## config.mk

```make
export PLATFORM = sky130hd
export DESIGN_NAME = dec_ser_ctrl
export DESIGN_NICKNAME = d
export VERILOG_FILES = /design/src/rtl/dec_pkg.sv /design/src/rtl/dec_ser_shifter.sv /design/src/rtl/dec_ser_ctrl.sv
export SDC_FILE = /design/constraint.sdc
export NUM_CORES = 1
export LEC_CHECK = 0
export ABC_AREA = 1
export CAP_MARGIN = 20
export CORE_MARGIN = 10
export CORE_UTILIZATION = 57
export DETAILED_ROUTE_END_ITERATION = 16
export PLACE_DENSITY_LB_ADDON = 0.1
export RECOVER_POWER = 50
export SLEW_MARGIN = 20
export SYNTH_ARGS = -nofsm -noshare
export SYNTH_HDL_FRONTEND = slang
export SYNTH_SLANG_ARGS = --single-unit
```

## constraint.sdc

```tcl
create_clock -name clk_fs -period 1.6 [get_ports clk_fs]
set_input_delay 0.16 -clock clk_fs [delete_from_list [all_inputs] [get_ports clk_fs]]
set_output_delay 0.16 -clock clk_fs [all_outputs]
set_load 0.02 [all_outputs]
```

## src/rtl/dec_pkg.sv

```systemverilog
// ---------------------------------------------------------------------------
// dec_pkg
// Shared definitions for the decimator serial-output controller:
//   - default widths and timing constants
//   - controller FSM state encoding
// No ports (package).
// ---------------------------------------------------------------------------
package dec_pkg;

    localparam int DEF_DATA_W   = 22;
    localparam int DEF_SETTLE_N = 8;
    localparam int DEF_CLK_DIV  = 2;

    typedef enum logic [1:0] {
        S_IDLE   = 2'd0,
        S_SETTLE = 2'd1,
        S_WAIT   = 2'd2,
        S_SHIFT  = 2'd3
    } dec_state_t;

endpackage

```

## src/rtl/dec_ser_shifter.sv

```systemverilog
// ---------------------------------------------------------------------------
// dec_ser_shifter
// Bit timing and MSB-first shift register for one serial frame.
// A frame is DATA_W bits of CLK_DIV cycles each; ser_clk is low for the
// first half of every bit and high for the second half. After the last bit
// the shifter spends exactly one idle "gap" cycle, flagged by frame_done,
// during which the controller may load the next word.
// Ports:
//   clk        - clock
//   srst       - synchronous active-high reset
//   abort      - drop the current frame immediately (outputs low next cycle)
//   load       - start a new frame with load_data on the next cycle
//   load_data  - word to transmit
//   ser_clk    - serial bit clock
//   ser_data   - serial data, MSB first
//   ser_frame  - high for every bit of the frame
//   frame_done - high during the one-cycle gap after the last bit
// ---------------------------------------------------------------------------
module dec_ser_shifter
    import dec_pkg::*;
#(
    parameter int DATA_W  = DEF_DATA_W,
    parameter int CLK_DIV = DEF_CLK_DIV
) (
    input  logic              clk,
    input  logic              srst,
    input  logic              abort,
    input  logic              load,
    input  logic [DATA_W-1:0] load_data,
    output logic              ser_clk,
    output logic              ser_data,
    output logic              ser_frame,
    output logic              frame_done
);

    localparam int DIV_W = (CLK_DIV > 1) ? $clog2(CLK_DIV) : 1;
    localparam int BIT_W = (DATA_W > 1) ? $clog2(DATA_W) : 1;
    localparam logic [DIV_W-1:0] DIV_LAST = DIV_W'(CLK_DIV - 1);
    localparam logic [DIV_W-1:0] DIV_HALF = DIV_W'(CLK_DIV / 2);
    localparam logic [BIT_W-1:0] BIT_LAST = BIT_W'(DATA_W - 1);

    logic [DATA_W-1:0] shift_reg, shift_next;
    logic [DIV_W-1:0]  div_reg, div_next;
    logic [BIT_W-1:0]  bit_reg, bit_next;
    logic              active_reg, active_next;
    logic              gap_reg, gap_next;
    logic              bit_done;
    logic              last_bit;

    assign bit_done = active_reg && (div_reg == DIV_LAST);
    assign last_bit = (bit_reg == BIT_LAST);

    always_comb begin
        shift_next  = shift_reg;
        div_next    = div_reg;
        bit_next    = bit_reg;
        active_next = active_reg;
        gap_next    = 1'b0;
        if (abort) begin
            shift_next  = '0;
            div_next    = '0;
            bit_next    = '0;
            active_next = 1'b0;
        end else if (load) begin
            shift_next  = load_data;
            div_next    = '0;
            bit_next    = '0;
            active_next = 1'b1;
        end else if (active_reg) begin
            if (bit_done) begin
                div_next   = '0;
                shift_next = {shift_reg[DATA_W-2:0], 1'b0};
                if (last_bit) begin
                    // Last bit finished: drop the frame for one gap cycle.
                    active_next = 1'b0;
                    gap_next    = 1'b1;
                    bit_next    = '0;
                end else begin
                    bit_next = bit_reg + 1'b1;
                end
            end else begin
                div_next = div_reg + 1'b1;
            end
        end
    end

    always_ff @(posedge clk) begin
        if (srst) begin
            shift_reg  <= '0;
            div_reg    <= '0;
            bit_reg    <= '0;
            active_reg <= 1'b0;
            gap_reg    <= 1'b0;
        end else begin
            shift_reg  <= shift_next;
            div_reg    <= div_next;
            bit_reg    <= bit_next;
            active_reg <= active_next;
            gap_reg    <= gap_next;
        end
    end

    // All outputs are forced low whenever no frame is on the wire.
    assign ser_frame  = active_reg;
    assign ser_data   = active_reg & shift_reg[DATA_W-1];
    assign ser_clk    = active_reg && (div_reg >= DIV_HALF);
    assign frame_done = gap_reg;

endmodule

```

## src/rtl/dec_ser_ctrl.sv

```systemverilog
// ---------------------------------------------------------------------------
// dec_ser_ctrl
// Serialises signed decimator samples. After enable, the first SETTLE_N
// filter outputs are discarded; afterwards each sample is shifted out MSB
// first. Samples arriving while a frame is on the wire go to a single-entry
// hold register (newest wins, loss flagged on ovf).
// Ports:
//   clk_fs       - sole clock
//   rst_b        - synchronous active-high reset
//   en           - controller enable; dropping it aborts any activity
//   sample_in    - signed decimator sample
//   sample_valid - one-cycle strobe qualifying sample_in
//   ovf_clr      - clears ovf (a simultaneous overflow keeps it set)
//   ser_clk      - serial bit clock
//   ser_data     - serial data, MSB first
//   ser_frame    - high for every bit of a frame
//   busy         - frame in progress or sample pending (registered)
//   ovf          - sticky sample-loss flag
// ---------------------------------------------------------------------------
module dec_ser_ctrl
    import dec_pkg::*;
#(
    parameter int DATA_W   = DEF_DATA_W,
    parameter int SETTLE_N = DEF_SETTLE_N,
    parameter int CLK_DIV  = DEF_CLK_DIV
) (
    input  logic              clk_fs,
    input  logic              rst_b,
    input  logic              en,
    input  logic [DATA_W-1:0] sample_in,
    input  logic              sample_valid,
    input  logic              ovf_clr,
    output logic              ser_clk,
    output logic              ser_data,
    output logic              ser_frame,
    output logic              busy,
    output logic              ovf
);

    localparam int CNT_W = (SETTLE_N > 0) ? $clog2(SETTLE_N + 1) : 1;
    localparam logic [CNT_W-1:0] SETTLE_LAST = CNT_W'((SETTLE_N > 0) ? SETTLE_N - 1 : 0);

    dec_state_t        state_reg, state_next;
    logic [CNT_W-1:0]  settle_reg, settle_next;
    logic [DATA_W-1:0] hold_reg, hold_next;
    logic              hold_valid_reg, hold_valid_next;
    logic              ovf_reg, ovf_next;
    logic              busy_reg, busy_next;
    logic              ovf_set;
    logic              load;
    logic [DATA_W-1:0] load_data;
    logic              abort;
    logic              frame_done;

    always_comb begin
        state_next      = state_reg;
        settle_next     = settle_reg;
        hold_next       = hold_reg;
        hold_valid_next = hold_valid_reg;
        ovf_set         = 1'b0;
        load            = 1'b0;
        load_data       = sample_in;
        abort           = 1'b0;

        if ((state_reg != S_IDLE) && !en) begin
            // Abort: the frame is cut and any pending sample is dropped,
            // but the loss history in ovf is kept.
            abort           = 1'b1;
            state_next      = S_IDLE;
            hold_valid_next = 1'b0;
        end else begin
            case (state_reg)
                S_IDLE: begin
                    if (en) begin
                        settle_next = '0;
                        state_next  = (SETTLE_N == 0) ? S_WAIT : S_SETTLE;
                    end
                end
                S_SETTLE: begin
                    if (sample_valid) begin
                        if (settle_reg == SETTLE_LAST) begin
                            state_next = S_WAIT;
                        end else begin
                            settle_next = settle_reg + 1'b1;
                        end
                    end
                end
                S_WAIT: begin
                    if (sample_valid) begin
                        load       = 1'b1;
                        load_data  = sample_in;
                        state_next = S_SHIFT;
                    end
                end
                S_SHIFT: begin
                    if (frame_done) begin
                        // Gap cycle: a strobe arriving right now is the
                        // newest sample, so it is sent in place of any held one.
                        if (sample_valid) begin
                            load            = 1'b1;
                            load_data       = sample_in;
                            ovf_set         = hold_valid_reg;
                            hold_valid_next = 1'b0;
                        end else if (hold_valid_reg) begin
                            load            = 1'b1;
                            load_data       = hold_reg;
                            hold_valid_next = 1'b0;
                        end else begin
                            state_next = S_WAIT;
                        end
                    end else if (sample_valid) begin
                        hold_next       = sample_in;
                        hold_valid_next = 1'b1;
                        ovf_set         = hold_valid_reg;
                    end
                end
                default: state_next = S_IDLE;
            endcase
        end

        ovf_next  = ovf_set ? 1'b1 : (ovf_clr ? 1'b0 : ovf_reg);
        busy_next = (state_next == S_SHIFT) || hold_valid_next;
    end

    always_ff @(posedge clk_fs) begin
        if (rst_b) begin
            state_reg      <= S_IDLE;
            settle_reg     <= '0;
            hold_reg       <= '0;
            hold_valid_reg <= 1'b0;
            ovf_reg        <= 1'b0;
            busy_reg       <= 1'b0;
        end else begin
            state_reg      <= state_next;
            settle_reg     <= settle_next;
            hold_reg       <= hold_next;
            hold_valid_reg <= hold_valid_next;
            ovf_reg        <= ovf_next;
            busy_reg       <= busy_next;
        end
    end

    dec_ser_shifter #(
        .DATA_W  (DATA_W),
        .CLK_DIV (CLK_DIV)
    ) u_shifter (
        .clk        (clk_fs),
        .srst       (rst_b),
        .abort      (abort),
        .load       (load),
        .load_data  (load_data),
        .ser_clk    (ser_clk),
        .ser_data   (ser_data),
        .ser_frame  (ser_frame),
        .frame_done (frame_done)
    );

    assign busy = busy_reg;
    assign ovf  = ovf_reg;

endmodule
```

Word-level counts from Yosys, hierarchy flattened --
Index checks and enable logic that the tools add are counted.
Storage, ports and cells: output and inout bits 5, logic and storage cells 91, input port bits 27, bits in registers 61
Cells by class: order comparisons 1, multiplexer cells 44, equality and inequality tests 9, add/subtract/negate cells 3, bitwise gates (word level) 5, reduce and logical (&&, ||, !) cells 18
Operator list (count):
- 22-bit two-way mux | 8
- 1-bit two-way mux | 21
- 2-bit two-way mux | 8
- 4-bit two-way mux | 3
- 2-bit nonzero test | 5
- 2-bit case mux with 4 select lines | 1
- 4-bit case mux with 2 select lines | 1
- 2-bit equality test (second input constant) | 3
- 2-bit != test (second input constant) | 3
- 5-bit by 1-bit adder with 5-bit output (second input constant) | 1
- 5-bit equality test (second input constant) | 1
- 5-bit two-way mux | 1
- 5-bit AND reduction | 1
- 5-bit OR reduction | 1
- 4-bit by 1-bit adder with 4-bit output (second input constant) | 1
- 4-bit by 3-bit equality test with 1-bit output (second input constant) | 1
- 1-bit inverter | 4
- 2-bit AND reduction | 2
- 4-bit AND reduction | 1
- 1-bit logical AND | 3
- 3-bit OR reduction | 1
- 2-bit by 1-bit equality test with 1-bit output (second input constant) | 1
- 2-bit logical NOT | 1
- 1-bit case mux with 2 select lines | 1
- other kinds (6) | 6

Longest topological paths before layout --
depth after elaboration 7, mapped depth 11, mapped depth without buffers 8

Modules after synthesis --
A second synthesis with hierarchy kept.
Second synthesis, totals: cell total of the unflattened synthesis 419, area, all modules 3185.6 µm²
Modules (own cells, without submodules):
- dec_ser_ctrl | area each 1697.9 µm², instances 1, cells each 226, sequential area each 620.6 µm²
- dec_ser_shifter | area each 1487.7 µm², instances 1, cells each 193, sequential area each 600.6 µm²

Worst setup path before layout --
Ideal clock, no wire load.
path type register -> register, start register u_shifter.active_reg, in the netlist u_shifter.ser_frame, end register u_shifter.bit_reg[1], setup time 0.075 ns, buffers on the path 1, arrival time 1.422 ns, cell stages (with the launch flop) 7, path slack 0.103 ns, required time 1.525 ns, period minus slack after synthesis 1.497 ns, cell sequence dfxtp_1 -> nand2_1 -> clkbuf_1 -> inv_1 -> nand2_1 -> or2_2 -> o22ai_1
On the way: word-level cells in the longest chain between the ends 2
Ends and longest elaborated chain:
- start, declared | line dec_ser_shifter.sv:45 | logic active_reg, active_next;
- start signal, assigned | line dec_ser_shifter.sv:98 | active_reg <= active_next;
- 1-bit logical AND | line dec_ser_shifter.sv:50 | assign bit_done = active_reg && (div_reg == DIV_LAST);
- 2-bit AND reduction (no source line) *
- end signal, assigned | line dec_ser_shifter.sv:97 | bit_reg <= bit_next;
- end, declared | line dec_ser_shifter.sv:44 | logic [BIT_W-1:0] bit_reg, bit_next;
Every way passes the cells marked *; elsewhere a longest branch is shown, timed or not. A chain may end at the register's enable or synchronous reset.

Worst setup path after layout --
start register u_shifter.active_reg, in the netlist u_shifter.ser_frame, end output ser_frame
RTL lines:
- end, declared | line dec_ser_ctrl.sv:35 | output logic ser_frame,
No word-level cell between the ends.

==> results_dict.tcl <==
set metrics [dict create \
    status "completed" \
    place_area_um2 3650 \
    die_area_um2 8960 \
    arrival_ps 1370 \
    synth_cell_types 33 \
    post-route-min-period_ps 1530 \
    viasPerCell 5.36 \
    critical_path_class "reg -> out" \
    ios 32 \
    synth_top_area_share 0.385 \
    globalRouteTotalUtil 0.171 \
    instances_no_fill 549 \
    insertion_delay_ps 340 \
    remaining_drc_errors 0 \
    ys_ff_latch 61 \
    clkSinkCount 61 \
    post-place-ws_ps -80.2 \
    grt_pass1_vias 2663 \
    cts_hold_buf 0 \
    first_iter_violations 161 \
    max-cap-violations 0 \
    ys_top_cells_by_area "dfxtp_1 (38%), nand2_1 (8.2%), inv_1 (7.0%)" \
    dp_cells 533 \
    worst-path-buf-inv 1 \
    firstDrtPassIters 5 \
    cp-start-kind "register" \
    cp_max_fo 5 \
    die_height_um 94.6 \
    slowest_delay_ps 630 \
    crit_slowest_cell "clkdlybuf4s50_1" \
    grt-ovfl-total 0 \
    h-tree-depth 3 \
    cts-root-buf "clkbuf_8" \
    numCtsBuffers 9 \
    design_area_um2 3840 \
    numPortBuffers 31 \
    setup_viol 0 \
    drt_wl_total_mm 7.25 \
    gp_congestion 0.886 \
    synth_area_per_cell_um2 7.28 \
    ant_nets 0 \
    hold_viol 0 \
    hpwlAfterDp_mm 5.22 \
    synth_top_cell_by_area "dfxtp_1" \
    areaGrowthSynthToFinish_pct 20.9 \
    min_period_over_period 0.954 \
    vias 2945 \
    power.density_nw_per_um2 816 \
    layout-drive-gt1-share 0.153 \
    grt_max_degree 40 \
    cp.required_ps 1440 \
    fp.dieW_um 94.6 \
    synth-edff-count 0 \
    synth_area_um2 3180 \
    hp-class "in -> reg" \
    fin_util 0.702 \
    synth_warnings 0 \
    ir_worst_vdd_uv 582 \
    setup_slack_ps 73.8 \
    maxSlewHeadroom 0.788 \
    fin_nets 504 \
    cts_tree "yes" \
    diodes 0 \
    initial_utilization 0.580 \
    wl_per_cell_um 13.2 \
    worst_pin_slew_ps 315 \
    cp_top_family "buffers and inverters" \
    skew_ps 7.02 \
    yosysSeqAreaShare 0.385 \
    fmax_ghz 0.655 \
    path_clk_slew_ps 60 \
    fp-row-count 27 \
    cp-end-kind "output pin" \
    crit_chain "clkdlybuf4s50_1" \
    synth_flop_cell "dfxtp_1" \
    leakage_uw 0.00162 \
    core_um2 5470 \
    grt_setup_unrepaired "no" \
    antenna_found_initial 0 \
    synthCells 436 \
    clockBufferDepth 2 \
    syn_nets 466 \
    grt_pass1_wl_mm 12.4 \
    synth-async-reset-ratio 0 \
    slew_violations 0 \
]
## layout by cell type (no fill, tap or decap), drive strengths merged, types with 3 or more instances in the layout
| cell | count |
|---|---|
| nand2 | 72 |
| inv | 62 |
| dfxtp | 61 |
| a21oi | 49 |
| o21ai | 48 |
| nand3 | 33 |
| clkdlybuf4s50 | 29 |
| nand4 | 25 |
| buf | 25 |
| nand3b | 21 |
| nor2 | 19 |
| clkbuf | 15 |
| ha | 3 |
## final cells by class
type / instances / area (µm²)
sequential: 61 / 1220
clock buffer: 13 / 169
fill: 476 / 1630
clock inverter: 1 / 30.0
multi-input combinational: 281 / 1530
timing repair buffer: 58 / 561
tap: 72 / 90.1
inverter: 63 / 236
## final timing paths
path                            depth (start not counted)                 from                      to  slack [ps]
worst max-delay path                                    1  u_shifter.ser_frame               ser_frame          70
worst max register to register                          6         state_reg[0]  u_shifter.shift_reg[7]         140
worst min register to register                          2                  ovf                     ovf         480
worst min-delay path                                    3        sample_in[12]            hold_reg[12]         380
## metal layers
| metal | part of all wire | up-vias | track usage |
|---|---|---|---|
| li1 | - | 1517 | - |
| met1 | 0.49 | 1340 | 0.232 |
| met2 | 0.45 | 77 | 0.257 |
| met3 | 0.052 | 11 | 0.0357 |
| met4 | 0.014 | 0 | 0.0748 |
| met5 | 0 | - | 0 |
## power by group
group	switching (µW)	leakage (µW)	internal, µW	total [µW]
clock	573	0.000102	831	1400
sequential	6.09	0.000492	1520	1530
combinational	94.9	0.00103	105	200
## stage by stage
stage                     total power [µW]  TNS (ps)  hold slack, ps
after floorplan                       1650         0             229
after global placement                1760     -62.1             455
after detailed placement              1760      -845             461
after CTS                             3150         0             376
after global routing                  3230         0             399
final                                 3130         0             383
## cells in the mapped netlist, types with 3 or more instances
library cell,n
inv_1,59
nand2_1,69
dfxtp_1,61
buf_4,3
buf_6,5
nand3b_1,19
nand4_1,25
a21oi_2,16
ha_1,3
a21oi_1,33
clkbuf_1,6
o21ai_1,18
o21ai_0,29
nor2_1,16
inv_2,3
nand3_1,31
buf_2,16
nand2_2,3
## repair_timing
item                                    4_1_cts  5_1_grt
endpoints found under the setup margin        2       11
setup buffers                                 0        2
pin swaps                                     0        1
resized for setup                             2        2
cloned                                        0        0
hold endpoints to repair                      0        0
## kinds of logic after synthesis
logic type / after synthesis / share of synthesized area
adder cells (fa/ha/maj): 3 / 0.0118
AO/OA/AOI/OAI: 102 / 0.186
buffers and inverters: 94 / 0.133
AND/OR/NAND/NOR: 174 / 0.279
XOR/XNOR: 2 / 0.00552
flip-flops: 61 / 0.385
## worst register-to-register path: stages (launching register included)
cell     delay, ps
dfxtp_2        360
buf_4          160
o21ai_4        220
buf_4          230
nand4_1        160
nand3_1        160
a21oi_2         60
Power figures use the tool's default switching activity.
